==> config.mk <==
export PLATFORM = sky130hd
export DESIGN_NAME = shot_resolver
export DESIGN_NICKNAME = d
export VERILOG_FILES = /design/src/rtl/shot_resolver.sv
export SDC_FILE = /design/constraint.sdc
export NUM_CORES = 1
export LEC_CHECK = 0
export ABC_AREA = 1
export BUFFER_PORTS_ARGS = -buffer_cell sky130_fd_sc_hd__buf_2
export CAP_MARGIN = 20
export CORE_MARGIN = 1.5
export CORE_UTILIZATION = 52
export DETAILED_ROUTE_END_ITERATION = 12
export HOLD_SLACK_MARGIN = 0.05
export PLACE_DENSITY_LB_ADDON = 0.05
export SLEW_MARGIN = 20
export SYNTH_ARGS = -nofsm -noshare
export SYNTH_HDL_FRONTEND = slang
export SYNTH_SLANG_ARGS = --single-unit
==> constraint.sdc <==
create_clock -name clk -period 3.8 [get_ports clk]
set_clock_uncertainty 0.05 [all_clocks]
set_input_delay 0.19 -clock clk [delete_from_list [all_inputs] [get_ports clk]]
set_output_delay 0.19 -clock clk [all_outputs]
set_load 0.03 [all_outputs]
==> src/rtl/shot_resolver.sv <==
// -----------------------------------------------------------------------------
// shot_resolver
//   Turn controller in front of the two ship-position boards. Accepts one shot
//   (cell index + shooter), drives the target board's lookup address, waits for
//   the board's registered ship code and reports MISS / HIT / REPEAT / INVALID.
//   Tracks per-player shot history and hit counts, and flags game_over/winner
//   once a player has hit SHIP_CELLS ship cells.
//
// Ports
//   clk, rst_n                      clock, asynchronous active-low reset
//   new_game                        clear history/counters/game_over, abort shot
//   shot_valid, shot_ready          shot handshake
//   shot_xy[6:0], shooter           target cell (row*10+col), 0 host / 1 guest
//   ship_xy_host/guest[6:0]         registered lookup address to each board
//   ship_code_host/guest[1:0]       board code, one cycle after the address
//   result_valid, result[1:0]       one-cycle result pulse, result class
//   result_code[1:0]                ship code on a HIT, else 00
//   hits_host/guest[6:0]            hits scored by each shooter
//   game_over, winner               sticky end-of-game flag and winning side
// -----------------------------------------------------------------------------
module shot_resolver #(
  parameter int SHIP_CELLS = 17,
  parameter int CELLS      = 100
) (
  input  logic       clk,
  input  logic       rst_n,
  input  logic       new_game,
  input  logic       shot_valid,
  input  logic [6:0] shot_xy,
  input  logic       shooter,
  output logic       shot_ready,
  output logic [6:0] ship_xy_host,
  output logic [6:0] ship_xy_guest,
  input  logic [1:0] ship_code_host,
  input  logic [1:0] ship_code_guest,
  output logic       result_valid,
  output logic [1:0] result,
  output logic [1:0] result_code,
  output logic [6:0] hits_host,
  output logic [6:0] hits_guest,
  output logic       game_over,
  output logic       winner
);

  typedef enum logic [1:0] {S_IDLE, S_ADDR, S_FETCH, S_RESULT} state_e;
  typedef enum logic [1:0] {
    RES_MISS    = 2'b00,
    RES_HIT     = 2'b01,
    RES_REPEAT  = 2'b10,
    RES_INVALID = 2'b11
  } res_e;

  localparam logic [6:0] WIN_HITS = 7'(SHIP_CELLS);
  localparam logic [6:0] CELL_LIM = 7'(CELLS);

  state_e                 state_q, state_d;
  logic [6:0]             xy_q, xy_d;
  logic                   who_q, who_d;
  res_e                   res_q, res_d;
  logic [1:0]             code_q, code_d;
  logic [6:0]             addr_host_q, addr_host_d;
  logic [6:0]             addr_guest_q, addr_guest_d;
  logic [1:0][CELLS-1:0]  hist_q, hist_d;     // [shooter][cell]
  logic [1:0][6:0]        hits_q, hits_d;     // [shooter]
  logic                   rvalid_q, rvalid_d;
  logic [1:0]             result_q, result_d;
  logic [1:0]             rcode_q, rcode_d;
  logic                   over_q, over_d;
  logic                   winner_q, winner_d;

  logic       accept;
  logic [1:0] tgt_code;

  // shot_ready is decoded straight from state, so it reads 1 while in reset.
  assign shot_ready = (state_q == S_IDLE) && !over_q;
  // new_game has priority over a same-cycle shot.
  assign accept     = shot_valid && shot_ready && !new_game;
  // Shooter 0 fires at the guest board, shooter 1 at the host board.
  assign tgt_code   = who_q ? ship_code_host : ship_code_guest;

  always_comb begin
    // NOTE: every _d gets its hold value first so no path can infer a latch.
    state_d      = state_q;
    xy_d         = xy_q;
    who_d        = who_q;
    res_d        = res_q;
    code_d       = code_q;
    addr_host_d  = addr_host_q;
    addr_guest_d = addr_guest_q;
    hist_d       = hist_q;
    hits_d       = hits_q;
    rvalid_d     = 1'b0;
    result_d     = result_q;
    rcode_d      = rcode_q;
    over_d       = over_q;
    winner_d     = winner_q;

    unique case (state_q)
      S_IDLE: begin
        if (accept) begin
          xy_d    = shot_xy;
          who_d   = shooter;
          code_d  = 2'b00;
          state_d = S_RESULT;
          if (shot_xy >= CELL_LIM) begin
            res_d = RES_INVALID;
          end else if (hist_q[shooter][shot_xy]) begin
            res_d = RES_REPEAT;
          end else begin
            // Only the target board's address moves.
            if (shooter) addr_host_d  = shot_xy;
            else         addr_guest_d = shot_xy;
            state_d = S_ADDR;
          end
        end
      end
      // The board registers the address at the end of this cycle.
      S_ADDR: state_d = S_FETCH;
      S_FETCH: begin
        hist_d[who_q][xy_q] = 1'b1;
        if (tgt_code != 2'b00) begin
          res_d  = RES_HIT;
          code_d = tgt_code;
          if (hits_q[who_q] < WIN_HITS) hits_d[who_q] = hits_q[who_q] + 7'd1;
        end else begin
          res_d  = RES_MISS;
          code_d = 2'b00;
        end
        state_d = S_RESULT;
      end
      S_RESULT: begin
        rvalid_d = 1'b1;
        result_d = res_q;
        rcode_d  = code_q;
        // The counter was bumped in FETCH; the win is published with the result.
        if (res_q == RES_HIT && hits_q[who_q] == WIN_HITS) begin
          over_d   = 1'b1;
          winner_d = who_q;
        end
        state_d = S_IDLE;
      end
      default: state_d = S_IDLE;
    endcase

    // Abort whatever is in flight; board addresses deliberately keep their value.
    if (new_game) begin
      state_d  = S_IDLE;
      hist_d   = '0;
      hits_d   = '0;
      rvalid_d = 1'b0;
      over_d   = 1'b0;
      winner_d = 1'b0;
    end
  end

  // NOTE: the history maps are plain flops and must read clear straight out of
  // reset, so they sit in the reset branch like every other register here.
  always_ff @(posedge clk or negedge rst_n) begin
    if (!rst_n) begin
      state_q      <= S_IDLE;
      xy_q         <= '0;
      who_q        <= 1'b0;
      res_q        <= RES_MISS;
      code_q       <= '0;
      addr_host_q  <= '0;
      addr_guest_q <= '0;
      hist_q       <= '0;
      hits_q       <= '0;
      rvalid_q     <= 1'b0;
      result_q     <= '0;
      rcode_q      <= '0;
      over_q       <= 1'b0;
      winner_q     <= 1'b0;
    end else begin
      // NOTE: non-blocking assignments so every register samples pre-edge values.
      state_q      <= state_d;
      xy_q         <= xy_d;
      who_q        <= who_d;
      res_q        <= res_d;
      code_q       <= code_d;
      addr_host_q  <= addr_host_d;
      addr_guest_q <= addr_guest_d;
      hist_q       <= hist_d;
      hits_q       <= hits_d;
      rvalid_q     <= rvalid_d;
      result_q     <= result_d;
      rcode_q      <= rcode_d;
      over_q       <= over_d;
      winner_q     <= winner_d;
    end
  end

  assign ship_xy_host  = addr_host_q;
  assign ship_xy_guest = addr_guest_q;
  assign result_valid  = rvalid_q;
  assign result        = result_q;
  assign result_code   = rcode_q;
  assign hits_host     = hits_q[0];
  assign hits_guest    = hits_q[1];
  assign game_over     = over_q;
  assign winner        = winner_q;

endmodule
# Word-level counts from Yosys, hierarchy flattened
# Cells that the tools add are included.
[word_totals] ff_bits=249 in_bits=16 output_inout_bits=36 wordCells=101
[op_classes] add_sub_neg=1 n_lt_le_gt_ge=8 eq_ne=8 mux=41 n_bitwise=4 n_reduce_logical=23
[op_table] op="$mux W200" n=2
[op_table] op="$mux W100" n=3
[op_table] op="$or A200 B200 Y200" n=1
[op_table] op="$demux W100 S1" n=1
[op_table] op="$mux W14" n=4
[op_table] op="$mux W7" n=3
[op_table] op="$mux W2" n=10
[op_table] op="$lt A7 B8 Y1 const B" n=2
[op_table] op="$bwmux W14" n=1
[op_table] op="$reduce_bool A2 Y1" n=7
[op_table] op="$mux W1" n=11
[op_table] op="$reduce_and A5 Y1" n=2
[op_table] op="$pmux W2 S2" n=2
[op_table] op="$pmux W2 S4" n=1
[op_table] op="$add A7 B1 Y7 const B" n=1
[op_table] op="$bmux W1 S7" n=1
[op_table] op="$demux W1 S7" n=1
[op_table] op="$demux W7 S1" n=1
[op_table] op="$eq A7 B5 Y1 const B" n=1
[op_table] op="$ge A7 B1 Y1 const B" n=1
[op_table] op="$ge A7 B7 Y1 const B" n=1
[op_table] op="$lt A7 B5 Y1 const B" n=1
[op_table] op="$logic_and A1 B1 Y1" n=6
[op_table] op="$reduce_and A2 Y1" n=3
[op_table] op="11 further kinds" n=18

# Longest topological paths before layout
# Gate-level depths: netlist (run 1).
[depth] depth_word=9 depth_mapped=19 depth_no_buf=16

# Least setup slack after synthesis (run 1)
# Ideal clock, no wire load.
[synth_timing] path_type="reg-to-reg" startpoint="register state_q[0]" endpoint="register code_q[0]" setup_ps=125 t_arrival_ps=2303 required_time_ps=3625 path_slack_ps=1322 stages_incl_launch_ff=8 n_path_buf=0 synth_period_minus_slack_ps=2478 path_cell_list="dfrtp_1 > inv_1 > ha_1 > inv_1 > nor2_1 > nand3_1 > o21ai_0 > mux2_2"
[synth_via] elab_chain_len=6 elab_cells_between_ends=9 cone_classes="2 x eq/ne; 1 x mux; 6 x reduce/logical"
[synth_rtl] item="start: declaration" line_no="56" rtl="state_e state_q, state_d;"
[synth_rtl] item="start signal: assignment" line_no="176" rtl="state_q <= state_d;"
[synth_rtl] item="$logic_not A2 Y1" line_no="75" rtl="assign shot_ready = (state_q == S_IDLE) && !over_q;"
[synth_rtl] item="$logic_and A1 B1 Y1" line_no="75"
[synth_rtl] item="via shot_ready" line_no="31" rtl="output logic shot_ready,"
[synth_rtl] item="$logic_and A1 B1 Y1 (2 in series)" line_no="77" rtl="assign accept = shot_valid && shot_ready && !new_game;"
[synth_rtl] item="$ne A2 B2 Y1 (no source line)"
[synth_rtl] item="$reduce_and A2 Y1 (no source line)"
[synth_rtl] item="end signal: assignment" line_no="180" rtl="code_q <= code_d;"
[synth_rtl] item="end: declaration" line_no="60" rtl="logic [1:0] code_q, code_d;"
# The timed path passes the listed nets, and every way through them passes these cells.
# A chain may end at the register's enable or synchronous reset.

# Final worst setup path (run 1)
[layout_timing] startpoint="register state_q[0]" endpoint="register hist_q[46] in the netlist's numbering"
[layout_via] elab_chain_len=2
[layout_rtl] item="$eq A2 B2 Y1" line_no="98" rtl="unique case (state_q)"
[layout_rtl] item="$reduce_bool A2 Y1 (no source line)"
[layout_rtl] item="end signal: assignment" line_no="183" rtl="hist_q <= hist_d;"
[layout_rtl] item="end: declaration" line_no="63" rtl="logic [1:0][CELLS-1:0] hist_q, hist_d;"
# Every way passes these cells.

==> results of run 1 <==
==> repair_timing <==
item | in CTS | in global routing
hold buffers | 11 | 0
gates resized for setup | 0 | 0
hold endpoints to repair | 145 | 0
setup buffers | 0 | 0
==> cell type report <==
type	instances	area (µm²)
Multi-Input combinational cell	1067	4800
Timing Repair Buffer	80	577
Clock buffer	41	851
Clock inverter	4	26.3
Sequential cell	249	6230
Fill cell	2275	9700
Inverter	217	816
Tap cell	319	399
==> worst max-delay path: cells and delay by family, from the launching register on <==
kind                     cells  cell delay (ps)
flip-flops                   1              400
AO/OA/AOI/OAI                1              160
adder cells (fa/ha/maj)      1              200
AND/OR/NAND/NOR              2              260
buffers and inverters        4             1340
==> cell usage in the layout, fill, tap and decap left out, types with 2 or more instances in the layout <==
cell / instances
buf_8: 2
o21ai_0: 61
o211ai_2: 2
o211ai_1: 2
buf_4: 14
inv_2: 4
a22o_1: 2
nor2_1: 152
nand2_2: 3
nand4_1: 8
clkbuf_1: 4
o21ai_1: 11
o22ai_1: 5
clkinv_2: 4
ha_1: 6
xor2_1: 3
mux2_2: 2
clkbuf_8: 8
buf_2: 48
dfrtp_1: 249
nand2_1: 411
dlygate4sd3_1: 11
buf_12: 4
inv_1: 212
o21ai_2: 4
a21oi_1: 253
clkbuf_16: 29
nand3_1: 133
==> report_power, final <==
part	internal, W	total, W	switching [W]
clock network	0.00153	0.00259	0.00106
logic	0.000405	0.00185	0.00144
registers	0.00284	0.00300	0.000164
==> kinds of logic after synthesis <==
logic type	after synthesis
mux	2
fa+ha+maj	6
compound gates	343
xor+xnor	3
simple gates	713
flops	249
buf+inv	316
==> routing by layer <==
metal	vias up	global-route usage, %	routed length (µm)
met1	5078	38.4	14700
met2	286	46.3	16000
met4	0	7.37	795
li1	5182	-	-
met5	-	0	0
met3	59	4.30	2040
==> per-stage QoR <==
stage	instances	setup WS, ps	hold WS [ps]	utilization (%)
after floorplan	1632	1320	-156	-
after global placement	1920	1190	241	54.3
final	1977	1230	93.0	58.5
after CTS	1976	1250	81.5	58.5
after global routing	1977	1030	95.1	58.5
after detailed placement	1920	1160	238	54.3
==> flip-flops by register name, indices dropped and copies added, names as in the netlist, 7 cells and up <==
name / flops
hist_q: 200
hits_guest: 7
hits_host: 7
ship_xy_guest: 7
ship_xy_host: 7
xy_q: 7
==> worst max path at each step <==
stage                 endpoint  depth (start not counted)
2_1_floorplan        code_q[0]                          7
3_3_place_gp   ship_xy_host[1]                         15
3_5_place_dp   ship_xy_host[1]                         15
4_1_cts             hist_q[46]                          8
5_1_grt           hits_host[0]                          9
6_report            hist_q[46]                          8
==> flow_summary.json, run 1 <==
{
  "rr_endpoint": "hist_q[46]",
  "whs_path_depth": 3,
  "period_needed_ps": 2570,
  "synth_xor_area_share_pct": 0.213,
  "cts_buffer_depth": 3,
  "place_area_mm2": 0.0127,
  "core_area_mm2": 0.0234,
  "ys_seq_area_share_pct": 50.5,
  "synth_top_area_share_pct": 50.5,
  "cts_root_buf": "clkbuf_16",
  "critPathKind": "reg2reg",
  "min_from": "shot_xy[2]",
  "crit_start": "state_q[0]",
  "hold_viol": 0,
  "reg2reg_depth": 8,
  "synth-compound-area-share_pct": 14.4,
  "ios": 52,
  "end_kind": "flip-flop",
  "gp_congestion": 0.863,
  "rsz0062_at_grt": "no",
  "dieHeight_um": 157,
  "synth-main-ff-cell": "dfrtp_1",
  "ir_drop_v": 0.000413,
  "layout.nets": 1665,
  "synthCells": 1632,
  "drc": 0,
  "clk_latency_ps": 540,
  "grt_first_pass_wirelength_mm": 53.6,
  "worst_pin_slew_ps": 1090,
  "syn_area_mm2": 0.0123,
  "slowest_stage": "buf_4",
  "die-area_mm2": 0.0247,
  "firstDrtPassIters": 5,
  "slew_headroom_pct": 27.2,
  "overflow": 0,
  "crit_arrival_ps": 2960,
  "initial_core_util_pct": 52.8,
  "port_buffers": 51,
  "power.density_mw_per_mm2": 543,
  "clk_pin_slew_ps": 60,
  "synth_top_area_cell": "dfrtp_1",
  "postRouteWirelength_mm": 33.5,
  "yosysUniqueCellTypes": 32,
  "syn_nets": 1654,
  "n_antenna_cell": 0,
  "ff2ff_setup_slack_ps": 1230,
  "path_cells": "inv_1 > ha_1 > inv_1 > nor2_4 > buf_4 > buf_4 > nand2_1 > a21oi_1",
  "critPathRequiredTime_ps": 4200,
  "hpwl_mm": 18.8,
  "finalSetupViolCount": 0,
  "yosysMostFrequentCell": "nand2_1",
  "min_period_over_period_pct": 67.6,
  "cts_tree": "done",
  "antenna_found_initial": 0,
  "vias_per_cell": 5.36,
  "grt_max_degree": 128,
  "finalPower_w": 0.00744,
  "chipWidth_um": 157,
  "startpoint_type": "flip-flop",
  "drive_gt1_share_pct": 7.90,
  "leakage_nw": 5.98,
  "grt_pass1_vias": 9892,
  "synth-simple-area-share_pct": 23.5,
  "final_area_mm2": 0.0137,
  "status": "completed",
  "critPathMaxFanout": 66,
  "cpPeakStageDelay_ps": 710,
  "tns_ps": 0,
  "drv_slew": 0,
  "synth_edf_count": 0,
  "cts_made_buffers": 28,
  "worstHoldPathType": "in2reg",
  "netlist_top_cells_count": "nand2_1 (411), a21oi_1 (253), dfrtp_1 (249)",
  "grt_use_total_pct": 27.9,
  "fmax_mhz": 389,
  "synthMuxAreaShare_pct": 0.182,
  "drv_cap": 0,
  "syn_avg_cell_area_um2": 7.57,
  "hold_end": "ship_xy_guest[2]",
  "r2r_start": "state_q[0]",
  "synth.top_cells.by_area": "dfrtp_1 (50%), nand2_1 (12%), a21oi_1 (10%)",
  "antenna_left": 0,
  "area_growth_pct": 11.0,
  "async_flop_share_pct": 100,
  "yosysWarnings": 0,
  "drtIter0Drc": 935,
  "cts_max_level": 1,
  "synth-seq-cells": 249,
  "cts_sinks": 249,
  "vias": 10600,
  "synth_top_family_by_area": "simple AND/OR/NAND/NOR gates",
  "rows": 56,
  "synthAdderAreaFrac_pct": 0.608,
  "wire_per_inst_um": 16.9
}
(Power assumes the default switching activity.)
==> inputs of run 2 (changes only) <==
==> constraint.sdc (replaced) <==
create_clock -name clk -period 2.7 [get_ports clk]
set_clock_uncertainty 0.05 [all_clocks]
set_input_delay 0.135 -clock clk [delete_from_list [all_inputs] [get_ports clk]]
set_output_delay 0.135 -clock clk [all_outputs]
set_load 0.03 [all_outputs]
==> flow_summary.json, run 2 (same netlist as run 1, synthesis figures left out) <==
{
  "clk_latency_ps": 550,
  "overflow": 0,
  "slew_headroom_pct": 18.1,
  "gp_congestion": 0.815,
  "min_period_over_period_pct": 89.0,
  "worstHoldPathType": "in2reg",
  "initial_core_util_pct": 52.8,
  "p_int_w": 0.00683,
  "grt_first_pass_wirelength_mm": 55.9,
  "cts_max_level": 1,
  "core_area_mm2": 0.0234,
  "leakage_nw": 6.08,
  "fin_util_pct": 59.6,
  "finalPower_w": 0.0106,
  "slowest_stage": "dfrtp_1",
  "period_needed_ps": 2400,
  "layout.nets": 1683,
  "p_switching_w": 0.00381,
  "area_growth_pct": 12.9,
  "clk_pin_slew_ps": 60,
  "drive_gt1_share_pct": 8.80,
  "path_cells": "inv_1 > ha_1 > inv_1 > nor2_4 > a22o_1 > nor2_1 > a211oi_1 > nand2_1 > o21ai_1 > inv_1 > nand2_1 > o21ai_0",
  "final_area_mm2": 0.0139,
  "place_area_mm2": 0.0129,
  "regMostFlops": "hist_q",
  "drv_cap": 0,
  "p_seq_share_pct": 39.8,
  "final_common_cell": "nand2_1",
  "grt_pass1_vias": 10400,
  "worst_pin_slew_ps": 1230,
  "met1_usage_pct": 40.3,
  "power.density_mw_per_mm2": 763,
  "drtIter0Drc": 1101,
  "fmax_mhz": 416,
  "grtUsageMet2_pct": 47.1,
  "postCtsSetupBuffers": 0,
  "crit_arrival_ps": 2770,
  "wire_per_inst_um": 17.2,
  "die-area_mm2": 0.0247,
  "ios": 52,
  "rows": 56,
  "clkPwrFrac_pct": 34.7,
  "port_buffers": 51,
  "critPathKind": "reg2reg",
  "finalSetupViolCount": 0,
  "grt_use_total_pct": 28.8,
  "postRouteWirelength_mm": 34.5,
  "grt_max_degree": 205,
  "pwr-share-comb_pct": 25.6,
  "tns_ps": 0,
  "antenna_found_initial": 0,
  "path_delay_family": "compound AO/OA/AOI/OAI gates",
  "drv_slew": 0,
  "cts_buffer_depth": 3,
  "cpMostUsedCell": "inv_1",
  "end_kind": "flip-flop",
  "status": "completed",
  "cpPeakStageDelay_ps": 410,
  "critPathMaxFanout": 4,
  "hold_viol": 0,
  "critPathRequiredTime_ps": 3070,
  "ir_drop_v": 0.000513,
  "cts_root_buf": "clkbuf_16",
  "n_antenna_cell": 0,
  "drc": 0,
  "hold_ws_ps": 105,
  "hpwl_mm": 20.2,
  "antenna_left": 0,
  "cts_sinks": 249,
  "chipWidth_um": 157,
  "layout_common_cells": "nand2_1 (411), a21oi_1 (253), dfrtp_1 (248)",
  "vias_per_cell": 5.35,
  "rsz0062_at_grt": "no",
  "cts_made_buffers": 28,
  "cts_tree": "done",
  "path_buf_inv": 3,
  "startpoint_type": "flip-flop",
  "largest_reg_flops": 200,
  "swShare_pct": 35.8,
  "dieHeight_um": 157,
  "firstDrtPassIters": 5,
  "grt_util_met3_pct": 4.32,
  "gr-max-usage-layer": "met2",
  "vias": 10700
}
run 2: changes by cell type in the layout (fill, tap and decap cells not counted):
| cell | delta |
|---|---|
| clkinv_2 | +2 |
| buf_12 | +7 |
| buf_8 | -1 |
| buf_4 | +9 |
| clkbuf_1 | +4 |
| dfrtp_2 | +1 |
| inv_8 | -1 |
| dfrtp_1 | -1 |
| dlygate4sd3_1 | +3 |
run 2: worst reg2reg max path: stages, from the launching register on:
cell and delay (ps):
dfrtp_1 410, inv_1 130, ha_1 200, inv_1 100, nor2_4 150, a22o_1 180
nor2_1 80, a211oi_1 170, nand2_1 130, o21ai_1 330, inv_1 180, nand2_1 80
o21ai_0 80
run 2: final cells by class:
type                    instances  area (µm²)
inverters                     217         816
fillers                      2262        9460
repair buffers                 98         800
multi-input cells            1067        4800
clock buffers                  45         866
flip-flops and latches        249        6230
clock inverters                 5        25.0
well taps                     319         399
run 2: metal layers:
metal	up-vias	routed length, µm
li1	5225	-
met1	5126	15800
met2	284	15900
met3	64	1950
met4	0	790
met5	-	0
run 2: power groups by stage:
stage,registers [W],clock network [W],logic [W]
after floorplan,0.00451,0,0.00139
after global placement,0.00428,0,0.00265
after detailed placement,0.00428,0,0.00266
after CTS,0.00422,0.00373,0.00270
after global routing,0.00427,0.00391,0.00295
final,0.00423,0.00369,0.00272
run 2: what timing repair did:
action                                  CTS  global route
gates resized for setup                   0             1
hold buffers                             14             0
hold endpoints to repair                 97             0
endpoints found under the setup margin    0             1
run 2: final timing paths:
path	from	to	slack, ps	cells past startpoint
min in group asynchronous	rst_n	hist_q[45]	150	2
worst max register to register	state_q[0]	hits_host[2]	300	12
worst max-delay path	state_q[0]	hits_host[2]	300	12
worst min register to register	result[0]	result[0]	410	2
worst min-delay path	shot_xy[0]	ship_xy_host[0]	100	4
max in group asynchronous	rst_n	who_q	1610	3
run 2: stage by stage:
| stage | instances | setup slack [ps] |
|---|---|---|
| final | 2000 | 297 |
| after global routing | 2000 | 90.3 |
| after CTS | 2000 | 237 |
| after detailed placement | 1936 | 257 |
| after global placement | 1936 | 274 |
| after floorplan | 1632 | 222 |
